<file path="config.mk">
export PLATFORM = sky130hd
export DESIGN_NAME = nco_clk_gen
export DESIGN_NICKNAME = d
export VERILOG_FILES = /design/src/rtl/nco_clk_gen.sv
export SDC_FILE = /design/constraint.sdc
export NUM_CORES = 1
export LEC_CHECK = 0
export CAP_MARGIN = 30
export CELL_PAD_IN_SITES_DETAIL_PLACEMENT = 1
export CELL_PAD_IN_SITES_GLOBAL_PLACEMENT = 1
export CORE_MARGIN = 2
export CORE_UTILIZATION = 30
export DETAILED_ROUTE_END_ITERATION = 10
export HOLD_SLACK_MARGIN = 0.05
export PLACE_DENSITY_LB_ADDON = 0.1
export RECOVER_POWER = 50
export SLEW_MARGIN = 20
export SYNTH_ARGS = -nofsm -noshare
export SYNTH_HDL_FRONTEND = slang
export SYNTH_SLANG_ARGS = --single-unit
</file>
<file path="constraint.sdc">
create_clock -name clk_i -period 2.9 [get_ports clk_i]
set_input_delay 0.58 -clock clk_i [delete_from_list [all_inputs] [get_ports clk_i]]
set_output_delay 0.58 -clock clk_i [all_outputs]
set_load 0.02 [all_outputs]
</file>
<file path="src/rtl/nco_clk_gen.sv">
// Multi-channel fractional clock generator: one phase accumulator per channel,
// with runtime increment updates staged in a shadow register until a period boundary.
module nco_clk_gen #(
   parameter int CHANNELS = 2,
   parameter int ACC_W    = 32,
   parameter int CH_W     = (CHANNELS > 1) ? $clog2(CHANNELS) : 1
) (
   input  logic                clk_i,
   input  logic                reset_n,
   input  logic [CHANNELS-1:0] en_i,
   input  logic                sync_i,
   input  logic                cfg_valid,
   output logic                cfg_ready,
   input  logic [CH_W-1:0]     cfg_ch,
   input  logic [ACC_W-1:0]    cfg_inc,
   output logic [CHANNELS-1:0] clk_o,
   output logic [CHANNELS-1:0] tick_o
);

   localparam logic [ACC_W-1:0] INC_MAX = {1'b1, {(ACC_W-1){1'b0}}};

   logic [ACC_W-1:0]    acc_q    [CHANNELS];
   logic [ACC_W-1:0]    acc_d    [CHANNELS];
   logic [ACC_W-1:0]    inc_q    [CHANNELS];
   logic [ACC_W-1:0]    inc_d    [CHANNELS];
   logic [ACC_W-1:0]    shadow_q [CHANNELS];
   logic [ACC_W-1:0]    shadow_d [CHANNELS];
   logic [ACC_W:0]      sum      [CHANNELS];
   logic [CHANNELS-1:0] pending_q, pending_d;
   logic [CHANNELS-1:0] clk_q, clk_d;
   logic [CHANNELS-1:0] tick_q, tick_d;
   logic [CHANNELS-1:0] apply, accept;
   logic [ACC_W-1:0]    inc_clamped;

   assign inc_clamped = (cfg_inc > INC_MAX) ? INC_MAX : cfg_inc;

   // An out-of-range channel matches no slot, so it stays ready and is dropped.
   always_comb begin
      cfg_ready = 1'b1;
      for (int c = 0; c < CHANNELS; c++) begin
         if (cfg_ch == CH_W'(c)) cfg_ready = ~pending_q[c];
      end
   end

   // NOTE: every variable gets a default at the top of the block so no path leaves it unassigned (no latch).
   always_comb begin
      for (int c = 0; c < CHANNELS; c++) begin
         sum[c]      = {1'b0, acc_q[c]} + {1'b0, inc_q[c]};
         acc_d[c]    = acc_q[c];
         inc_d[c]    = inc_q[c];
         shadow_d[c] = shadow_q[c];
         pending_d[c] = pending_q[c];
         clk_d[c]    = 1'b0;
         tick_d[c]   = 1'b0;

         apply[c]  = pending_q[c] & (sync_i | ~en_i[c] | (inc_q[c] == '0) | sum[c][ACC_W]);
         accept[c] = cfg_valid & cfg_ready & (cfg_ch == CH_W'(c));

         if (sync_i) begin
            acc_d[c] = '0;
         end else if (en_i[c]) begin
            acc_d[c]  = sum[c][ACC_W-1:0];
            clk_d[c]  = sum[c][ACC_W-1];
            tick_d[c] = sum[c][ACC_W];
         end

         // Apply wins over accept; both can't hit one channel anyway since ready is low while pending.
         if (apply[c]) begin
            inc_d[c]     = shadow_q[c];
            pending_d[c] = 1'b0;
         end else if (accept[c]) begin
            shadow_d[c]  = inc_clamped;
            pending_d[c] = 1'b1;
         end
      end
   end

   // NOTE: per-channel state lives in flops, not RAM, so every entry is cleared by reset.
   always_ff @(posedge clk_i) begin
      if (!reset_n) begin
         for (int c = 0; c < CHANNELS; c++) begin
            acc_q[c]    <= '0;
            inc_q[c]    <= '0;
            shadow_q[c] <= '0;
         end
         pending_q <= '0;
         clk_q     <= '0;
         tick_q    <= '0;
      end else begin
         // NOTE: sequential state uses non-blocking assignment so all flops update from pre-edge values.
         for (int c = 0; c < CHANNELS; c++) begin
            acc_q[c]    <= acc_d[c];
            inc_q[c]    <= inc_d[c];
            shadow_q[c] <= shadow_d[c];
         end
         pending_q <= pending_d;
         clk_q     <= clk_d;
         tick_q    <= tick_d;
      end
   end

   assign clk_o  = clk_q;
   assign tick_o = tick_q;

endmodule

</file>
==> results of run 1 <==
## worst max path at each step
stage	endpoint	slack [ns]	cells past startpoint
after detailed placement	inc_q[0][6]	-0.22	11
after floorplan	inc_q[0][10]	-0.07	12
final	inc_q[0][17]	-0.14	12
after CTS	inc_q[0][25]	-0.08	12
after global routing	inc_q[0][17]	-0.25	12
after global placement	inc_q[0][0]	-0.16	11
## per-stage QoR
step	TNS, ns	cells
after floorplan	-2.029	1243
final	-3.516	1788
after CTS	-1.878	1778
after detailed placement	-10.85	1739
after global routing	-9.694	1788
after global placement	-6.649	1739
## layout make-up
cell class	count	area (um2)
multi-input combinational	950	6560
timing repair buffer	135	1269
fill	4151	22560
clock buffer	17	425.4
inverter	12	45.04
clock inverter	15	161.4
sequential	198	3969
tap	461	576.8
## critical path: stages (launching register included)
cell	delay (ns)
dfxtp_2	0.34
ha_4	0.16
fa_2	0.36
a211o_1	0.29
a211oi_2	0.29
nor3_2	0.09
o21ai_2	0.21
a31oi_2	0.14
or4_4	0.47
a21boi_4	0.18
buf_12	0.16
clkbuf_16	0.15
a22o_1	0.13
## per-layer routing
metal,vias up,track usage (%),wire length [um]
met5,-,0,0
met4,0,4.097,379
met3,25,2.453,733
met2,91,27.80,14610
met1,4565,24.93,17250
li1,4707,-,-
## kinds of logic (layout without fill, tap and decap cells)
family | count (synthesis) | in the layout | synth area share (%)
AO/OA/AOI/OAI | 344 | 344 | 22.97
XOR/XNOR | 41 | 41 | 3.321
adder cells (fa/ha/maj) | 66 | 66 | 7.776
buffers and inverters | 95 | 179 | 3.900
flip-flops | 198 | 198 | 36.66
multiplexers | 65 | 65 | 6.017
AND/OR/NAND/NOR | 434 | 434 | 19.36
## power groups by stage
| stage | logic (uW) | registers, uW | clock network, uW |
|---|---|---|---|
| after global placement | 404 | 2850 | 0 |
| after CTS | 428 | 2780 | 2530 |
| final | 439 | 2780 | 2450 |
| after global routing | 482 | 2790 | 2630 |
| after floorplan | 237 | 2830 | 0 |
| after detailed placement | 407 | 2850 | 0 |
## synth_stat cells (17+ instances only)
cell type,instances,area (um2)
nand4_1,21,131.4
clkbuf_1,69,259.0
nor3_1,18,90.09
a21boi_0,67,503.0
xnor2_1,25,219.0
a21oi_1,54,270.3
o21ai_0,32,160.2
o211ai_1,17,127.6
nand2_1,127,476.7
dfxtp_1,198,3964
nor2b_1,36,225.2
nor2_1,77,289.0
nand3_1,93,465.5
ha_1,64,800.8
mux2i_1,65,650.6
a22o_1,33,289.0
a21o_1,42,315.3
nor4_1,24,150.1
## registers in the layout, summed over array words and instances (netlist names)
name       cells
tick_o         2
pending_q      2
shadow_q      64
acc_q         64
inc_q         64
clk_o          2
## what timing repair did
item	CTS	global route
buffers inserted	5	8
gates cloned	2	4
pin swaps	17	41
endpoints found under the setup margin	69	75
resized for setup	13	17
==> reports/metrics.csv, run 1 <==
metric,value,unit
H-tree depth,4,
max-cap viol count,1,
most frequent cells in the layout,"dfxtp_1 (194), nand2_1 (127), nand3_1 (93), nor2_1 (76), buf_4 (75)",
final hold violations,0,
Worst Setup End Kind,register,
Yosys reg bits,198,
"FFs w/ async S/R, synth",0,%
"antenna viol nets, final",0,
share of cells above drive strength 1,12.06,%
post-placement setup slack,-0.2162,ns
drt initial violations,376,
synthesized area per cell,8.699,um2
post-DP HPWL,24270,um
Initial Util,30.40,%
sequential share of power,49.1,%
post-layout minimum cycle time,3.038,ns
fin util,36.57,%
setup ws final,-0.1379,ns
drt wl/cell,18.44,um
Die Ht,193.9,um
violated checks,"max-capacitance violations, max-slew violations, negative setup slack",
unrepaired setup endpoints after global routing,true,
die area,37580,um2
status,"complete, but fails checks",
"Max FO, Critical Path",8,
vias per cell,5.251,
global-route wire length before repair,52870,um
number of global-route vias before repair,9583,
Clock power frac,43.2,%
Routed WL,32980,um
Reg2Reg Depth,12,
IO buf count,43,
Max Fclk,329.2,MHz
row count,69,
sw frac,26.46,%
area post-placement,12090,um2
"Clk Latency, worst-skew pair",0.45,ns
Layout area overhead,20.28,%
Worst Hold Slack,0.4522,ns
hold crit path type,input pin to register,
ys flop type,dfxtp_1,
power share of the combinational group,7.8,%
Hold Path End,shadow_q[0][26],
GP Congestion,0.8118,
Post-Synthesis Cells,1243,
Post-synth EDFFs,0,
Worst Hold Depth,2,
CP startpoint kind,register,
sw power,1499,uW
Final Skew,0.01362,ns
core area,35570,um2
ANT cells,0,
root cell of the clock tree,clkbuf_16,
Static Leak,0.005488,uW
RR Startpoint,acc_q[0][0],
Die X,193.9,um
post-synth net total,1348,
"Distinct cells, synth",67,
"Arr. time, crit path",3.43,ns
clock sinks,198,
worst min-delay path startpoint,reset_n,
DRC Markers,0,
TritonCTS Buffers,17,
maximum VDD drop,420.9,uV
Tot Pwr,5667,uW
post-route cell area,13010,um2
drt pass-1 iters,4,
Post-Syn Area,10810,um2
worst setup path startpoint,acc_q[0][0],
register area share after synthesis,36.66,%
fin crit share,104.8,%
Ys Warns,0,
All-Layer GR Usage,17.46,%
Longest Clk Path Bufs,2,
Nets,1419,
final slew viol count,34,
Slew headroom,-2.790,%
Least-Margin Pin Slew,1.542,ns
largest net degree at the start of global routing,97,
gr ovfl total,0,
Internal,4167,uW
power density cells,435.7,nW/um2
via count,9388,
antenna violations before repair,0,
boundary pin count,44,
"CTS clk-pin slew, worst paths",0.08,ns
Worst R2R End,inc_q[0][17],
CTS tree,yes,
required time of the critical path,3.29,ns
final setup violating endpoints,32,
r2r setup slk,-0.14,ns
"most common cell after layout, fill and taps aside",dfxtp_1,
CTS hold repair buffers,0,
Worst Setup Path Type,register to register,
No activity file was read; power rests on OpenSTA's default activity.
==> run 2: changes to the inputs <==
--- a/config.mk
+++ b/config.mk
@@ -11,9 +11,10 @@
 export CORE_MARGIN = 2
 export CORE_UTILIZATION = 30
 export DETAILED_ROUTE_END_ITERATION = 10
-export HOLD_SLACK_MARGIN = 0.05
+export HOLD_SLACK_MARGIN = 0.15
 export PLACE_DENSITY_LB_ADDON = 0.1
 export RECOVER_POWER = 50
+export REMOVE_ABC_BUFFERS = 1
 export SLEW_MARGIN = 20
 export SYNTH_ARGS = -nofsm -noshare
 export SYNTH_HDL_FRONTEND = slang
==> run 2 against run 1 <==
  * The flow finishes with violations (negative setup slack)
  * Design area decreased by 0.22%
  * Clock-buffer cell count increased by 5
  * Combinational power about the same
  * First-iteration DRC count decreased by 2.7%
  * Critical path depth unchanged
  * Highest routed layer unchanged
==> reports/metrics.csv, run 2 (synthesis results as in run 1) <==
metric,value,unit,change
status,"complete, but fails checks",,unchanged
violated checks,negative setup slack,,"was max-capacitance violations, max-slew violations, negative setup slack"
Die Ht,193.9,um,unchanged
CTS tree,yes,,unchanged
row count,69,,unchanged
post-placement setup slack,-0.3086,ns,was -0.2162 ns
IO buf count,43,,unchanged
max-cap viol count,0,,was 1
hold crit path type,register to register,,was input pin to register
Highest Signal Layer,met4,,unchanged
Met1 Routed Length,17660,um,was 17250 um
Worst Setup End Kind,register,,unchanged
die area,37580,um2,unchanged
core area,35570,um2,unchanged
maximum VDD drop,386.8,uV,was 420.9 uV
final slew viol count,0,,was 34
final hold violations,0,,unchanged
"most common cell after layout, fill and taps aside",dfxtp_1,,unchanged
final setup violating endpoints,16,,was 32
Longest Clk Path Bufs,2,,unchanged
met3 wire length,830,um,was 733 um
Routed WL,33830,um,was 32980 um
Worst Setup Path Type,register to register,,unchanged
drt wl/cell,18.85,um,was 18.44 um
fillers,4172,,was 4151
GP Congestion,0.7864,,was 0.8118
fin crit share,102.7,%,was 104.8%
Clock power frac,42.5,%,was 43.2%
global-route wire length before repair,54170,um,was 52870 um
antenna violations before repair,0,,unchanged
power density cells,431.4,nW/um2,was 435.7 nW/um2
setup ws final,-0.07853,ns,was -0.1379 ns
Worst Hold Slack,0.4655,ns,was 0.4522 ns
DR WL met2,15010,um,was 14610 um
power share of the combinational group,7.8,%,about the same
post-layout minimum cycle time,2.979,ns,was 3.038 ns
Slew headroom,22.56,%,was -2.790%
"Max FO, Critical Path",10,,was 8
sequential share of power,49.7,%,was 49.1%
TritonCTS Buffers,17,,unchanged
drt initial violations,366,,was 376
number of global-route vias before repair,9689,,was 9583
unrepaired setup endpoints after global routing,true,,unchanged
vias per cell,5.257,,was 5.251
drt pass-1 iters,4,,unchanged
gr ovfl total,0,,unchanged
CTS hold repair buffers,0,,unchanged
H-tree depth,4,,unchanged
largest net degree at the start of global routing,35,,was 97
Initial Util,30.40,%,unchanged
clock sinks,198,,unchanged
Layout area overhead,20.02,%,was 20.28%
Final Skew,0.01084,ns,was 0.01362 ns
sw power,1426,uW,was 1499 uW
"Arr. time, crit path",3.37,ns,was 3.43 ns
via count,9437,,was 9388
CP startpoint kind,register,,unchanged
ANT cells,0,,unchanged
All-Layer GR Usage,18.12,%,was 17.46%
"Clk Latency, worst-skew pair",0.46,ns,was 0.45 ns
Max Fclk,335.7,MHz,was 329.2 MHz
share of cells above drive strength 1,12.22,%,was 12.06%
boundary pin count,44,,unchanged
fin util,36.49,%,was 36.57%
required time of the critical path,3.30,ns,was 3.29 ns
DRC Markers,0,,unchanged
Static Leak,0.005522,uW,was 0.005488 uW
biggest regs,"acc_q x64, inc_q x64, shadow_q x64",,unchanged
Die X,193.9,um,unchanged
most frequent cells in the layout,"dfxtp_1 (194), nand2_1 (127), nand3_1 (93), buf_4 (80), nor2_1 (76)",,"was dfxtp_1 (194), nand2_1 (127), nand3_1 (93), nor2_1 (76), buf_4 (75)"
Least-Margin Pin Slew,1.162,ns,was 1.542 ns
Tot Pwr,5598,uW,was 5667 uW
sw frac,25.47,%,was 26.46%
root cell of the clock tree,clkbuf_16,,unchanged
Nets,1426,,was 1419
"antenna viol nets, final",0,,unchanged
post-DP HPWL,24910,um,was 24270 um
"CTS clk-pin slew, worst paths",0.07,ns,was 0.08 ns
Internal,4172,uW,was 4167 uW
-- run 2: changes by cell type in the layout (fill, tap and decap cells not counted), moves of 3 or more --
cell and delta:
buf_4 +5, buf_6 +3, mux2i_1 +3, clkbuf_2 +3, o21ai_2 -3, mux2i_2 -3
inv_8 -6
-- run 2: area by class of cell --
class	instances	area (um2)	share of cell area, %
Multi-Input combinational cell	950	6534	50.35
Sequential cell	198	3969	30.58
Timing Repair Buffer	142	1291	9.950
Tap cell	461	576.8	4.445
Clock buffer	22	464.2	3.577
Clock inverter	10	97.59	0.7520
Inverter	12	45.04	0.3471
-- run 2: power by group through the flow --
stage / clock [uW] / combinational (uW) / sequential, uW
after global routing: 2570 / 478 / 2790
after CTS: 2470 / 449 / 2780
final: 2380 / 436 / 2780
after detailed placement: 0 / 420 / 2850
after global placement: 0 / 416 / 2850
after floorplan: 0 / 184 / 2830
-- run 2: repair_timing --
action / 4_1_cts / 5_1_grt
resized for setup: 18 / 16
gates cloned: 3 / 2
hold endpoints to repair: 0 / 0
pin swaps: 12 / 9
setup endpoints to repair: 73 / 78
buffers inserted: 7 / 3
-- run 2: path summary, 6_finish.rpt --
| check | from | to | slack [ns] | cells after the start |
|---|---|---|---|---|
| min | shadow_q[0][15] | shadow_q[0][15] | 0.47 | 2 |
| min reg2reg | shadow_q[0][15] | shadow_q[0][15] | 0.47 | 2 |
| max reg2reg | inc_q[0][0] | inc_q[0][5] | -0.08 | 12 |
| max | inc_q[0][0] | inc_q[0][5] | -0.08 | 12 |
-- run 2: critical path: stages, from the launching register on --
cell	delay, ns
dfxtp_2	0.34
ha_4	0.16
fa_2	0.34
a211o_1	0.29
a211oi_2	0.26
nor3_2	0.08
o21ai_2	0.21
a31oi_2	0.14
or4_4	0.47
a21boi_4	0.23
buf_6	0.13
buf_12	0.12
a22o_1	0.14
-- run 2: stage by stage --
| stage | std cells | instance area, um2 | setup TNS (ns) |
|---|---|---|---|
| floorplan | 1160 | 10440 | -52.57 |
| global placement | 1749 | 12170 | -7.273 |
| detailed placement | 1749 | 12170 | -12.41 |
| CTS | 1791 | 12940 | -2.839 |
| global route | 1795 | 12980 | -5.857 |
| finish | 1795 | 12980 | -0.9902 |
-- run 2: routing by layer --
metal	vias to the layer above	track usage [%]
li1	4715	-
met1	4588	26.37
met2	112	28.03
met3	22	3.079
met4	0	3.844
met5	-	0
==> run 3: changes to the inputs <==
--- a/config.mk
+++ b/config.mk
@@ -11,6 +11,7 @@
 export CORE_MARGIN = 2
 export CORE_UTILIZATION = 30
 export DETAILED_ROUTE_END_ITERATION = 10
+export GPL_ROUTABILITY_DRIVEN = 0
 export HOLD_SLACK_MARGIN = 0.15
 export PLACE_DENSITY_LB_ADDON = 0.1
 export RECOVER_POWER = 50
@@ -19,3 +20,4 @@
 export SYNTH_ARGS = -nofsm -noshare
 export SYNTH_HDL_FRONTEND = slang
 export SYNTH_SLANG_ARGS = --single-unit
+export TNS_END_PERCENT = 50
==> run 3 against run 2 <==
  * The flow still finishes with violations (negative setup slack)
  * Critical path type unchanged
  * Combinational power decreased by 3%
  * Highest routed layer unchanged
  * First-iteration DRC count rose by 0.82%
  * Hold slack about the same
==> reports/metrics.csv, run 3 (synthesis results as in run 1) <==
metric,value,unit,change
Routed WL,33650,um,was 33830 um
Layout area overhead,19.14,%,was 20.02%
final hold violations,0,,unchanged
H-tree depth,4,,unchanged
post-layout minimum cycle time,2.981,ns,was 2.979 ns
"Arr. time, crit path",3.38,ns,was 3.37 ns
Die X,193.9,um,unchanged
DRC Markers,0,,unchanged
status,"complete, but fails checks",,unchanged
biggest regs,"acc_q x64, inc_q x64, shadow_q x64",,unchanged
maximum VDD drop,387.3,uV,was 386.8 uV
gr ovfl total,0,,unchanged
power density cells,433.1,nW/um2,was 431.4 nW/um2
global-route wire length before repair,54010,um,was 54170 um
most frequent cells in the layout,"dfxtp_1 (195), nand2_1 (127), nand3_1 (93), buf_4 (79), nor2_1 (76)",,"was dfxtp_1 (194), nand2_1 (127), nand3_1 (93), buf_4 (80), nor2_1 (76)"
via count,9439,,was 9437
ANT cells,0,,unchanged
IO buf count,43,,unchanged
largest net degree at the start of global routing,35,,unchanged
"most common cell after layout, fill and taps aside",dfxtp_1,,unchanged
drt wl/cell,18.79,um,was 18.85 um
unrepaired setup endpoints after global routing,true,,unchanged
setup ws final,-0.08147,ns,was -0.07853 ns
Static Leak,0.005472,uW,was 0.005522 uW
hold crit path type,register to register,,unchanged
CTS tree,yes,,unchanged
final slew viol count,0,,unchanged
required time of the critical path,3.29,ns,was 3.30 ns
share of cells above drive strength 1,11.80,%,was 12.22%
Worst Setup Path Type,register to register,,unchanged
root cell of the clock tree,clkbuf_16,,unchanged
core area,35570,um2,unchanged
Nets,1422,,was 1426
All-Layer GR Usage,18.06,%,was 18.12%
drt initial violations,369,,was 366
"CTS clk-pin slew, worst paths",0.07,ns,about the same
"antenna viol nets, final",0,,unchanged
TritonCTS Buffers,17,,unchanged
vias per cell,5.270,,was 5.257
post-DP HPWL,24910,um,unchanged
number of global-route vias before repair,9678,,was 9689
Die Ht,193.9,um,unchanged
Longest Clk Path Bufs,2,,unchanged
"Clk Latency, worst-skew pair",0.46,ns,about the same
Tot Pwr,5579,uW,was 5598 uW
Slew headroom,22.64,%,was 22.56%
Max Fclk,335.4,MHz,was 335.7 MHz
Least-Margin Pin Slew,1.160,ns,was 1.162 ns
Initial Util,30.40,%,unchanged
boundary pin count,44,,unchanged
clock sinks,198,,unchanged
Worst Setup End Kind,register,,unchanged
die area,37580,um2,unchanged
max-cap viol count,0,,unchanged
Worst Hold Slack,0.4655,ns,about the same
drt pass-1 iters,7,,was 4
final setup violating endpoints,23,,was 16
fin crit share,102.8,%,was 102.7%
row count,69,,unchanged
violated checks,negative setup slack,,unchanged
CP startpoint kind,register,,unchanged
Final Skew,0.01123,ns,was 0.01084 ns
antenna violations before repair,0,,unchanged
"Max FO, Critical Path",10,,unchanged
==> run 3: repair_timing <==
action / in CTS / in global routing
pin swaps: 12 / 12
hold buffers: 0 / 0
endpoints found under the setup margin: 73 / 78
gates cloned: 2 / 0
gates resized for setup: 18 / 16
buffers inserted: 6 / 3
==> run 3: final cells by class <==
class	instances	area, um2
clock buffers	22	464.2
clock inverters	10	97.59
fillers	4177	22690
inverters	12	45.04
multi-input cells	950	6534
flip-flops and latches	198	3968
well taps	461	576.8
repair buffers	138	1197
==> run 3: report_power, final <==
| part | total, uW | switching (uW) | leakage, uW | internal (uW) |
|---|---|---|---|---|
| Clock | 2380 | 1140 | 0.000267 | 1240 |
| Combinational | 422 | 252 | 0.00360 | 169 |
| Sequential | 2780 | 27.3 | 0.00160 | 2750 |
| Total | 5580 | 1420 | 0.00547 | 4160 |
==> run 3: per-stage QoR <==
stage / cell area (um2) / utilization [%] / cells / setup WS [ns] / TNS [ns]
after CTS: 12890 / 36.23 / 1789 / -0.1175 / -2.839
final: 12880 / 36.22 / 1791 / -0.08147 / -1.044
after global placement: 12170 / 34.20 / 1749 / -0.2012 / -7.273
after detailed placement: 12170 / 34.20 / 1749 / -0.3086 / -12.41
after floorplan: 10440 / - / 1160 / -0.5430 / -52.57
after global routing: 12880 / 36.22 / 1791 / -0.2260 / -5.780
==> run 3: worst paths after layout <==
| kind | startpoint | endpoint | slack (ns) | cells after the start |
|---|---|---|---|---|
| max | inc_q[0][0] | inc_q[0][5] | -0.08 | 12 |
| min | shadow_q[0][15] | shadow_q[0][15] | 0.47 | 2 |
| max reg2reg | inc_q[0][0] | inc_q[0][5] | -0.08 | 12 |
| min reg2reg | shadow_q[0][15] | shadow_q[0][15] | 0.47 | 2 |
==> run 3: critical path: stages, from the launching register on <==
cell,delay [ns]
dfxtp_2,0.34
ha_4,0.16
fa_2,0.34
a211o_1,0.29
a211oi_2,0.26
nor3_2,0.08
o21ai_2,0.21
a31oi_2,0.14
or4_4,0.47
a21boi_4,0.22
buf_6,0.13
buf_12,0.12
a22o_1,0.14
==> run 3: layer usage <==
metal	GRT usage, %	part of all wire (%)	vias to the layer above
met3	3.079	2.7	21
met4	3.844	0.95	0
met5	0	0	-
li1	-	-	4712
met1	26.26	52	4599
met2	27.94	44	107
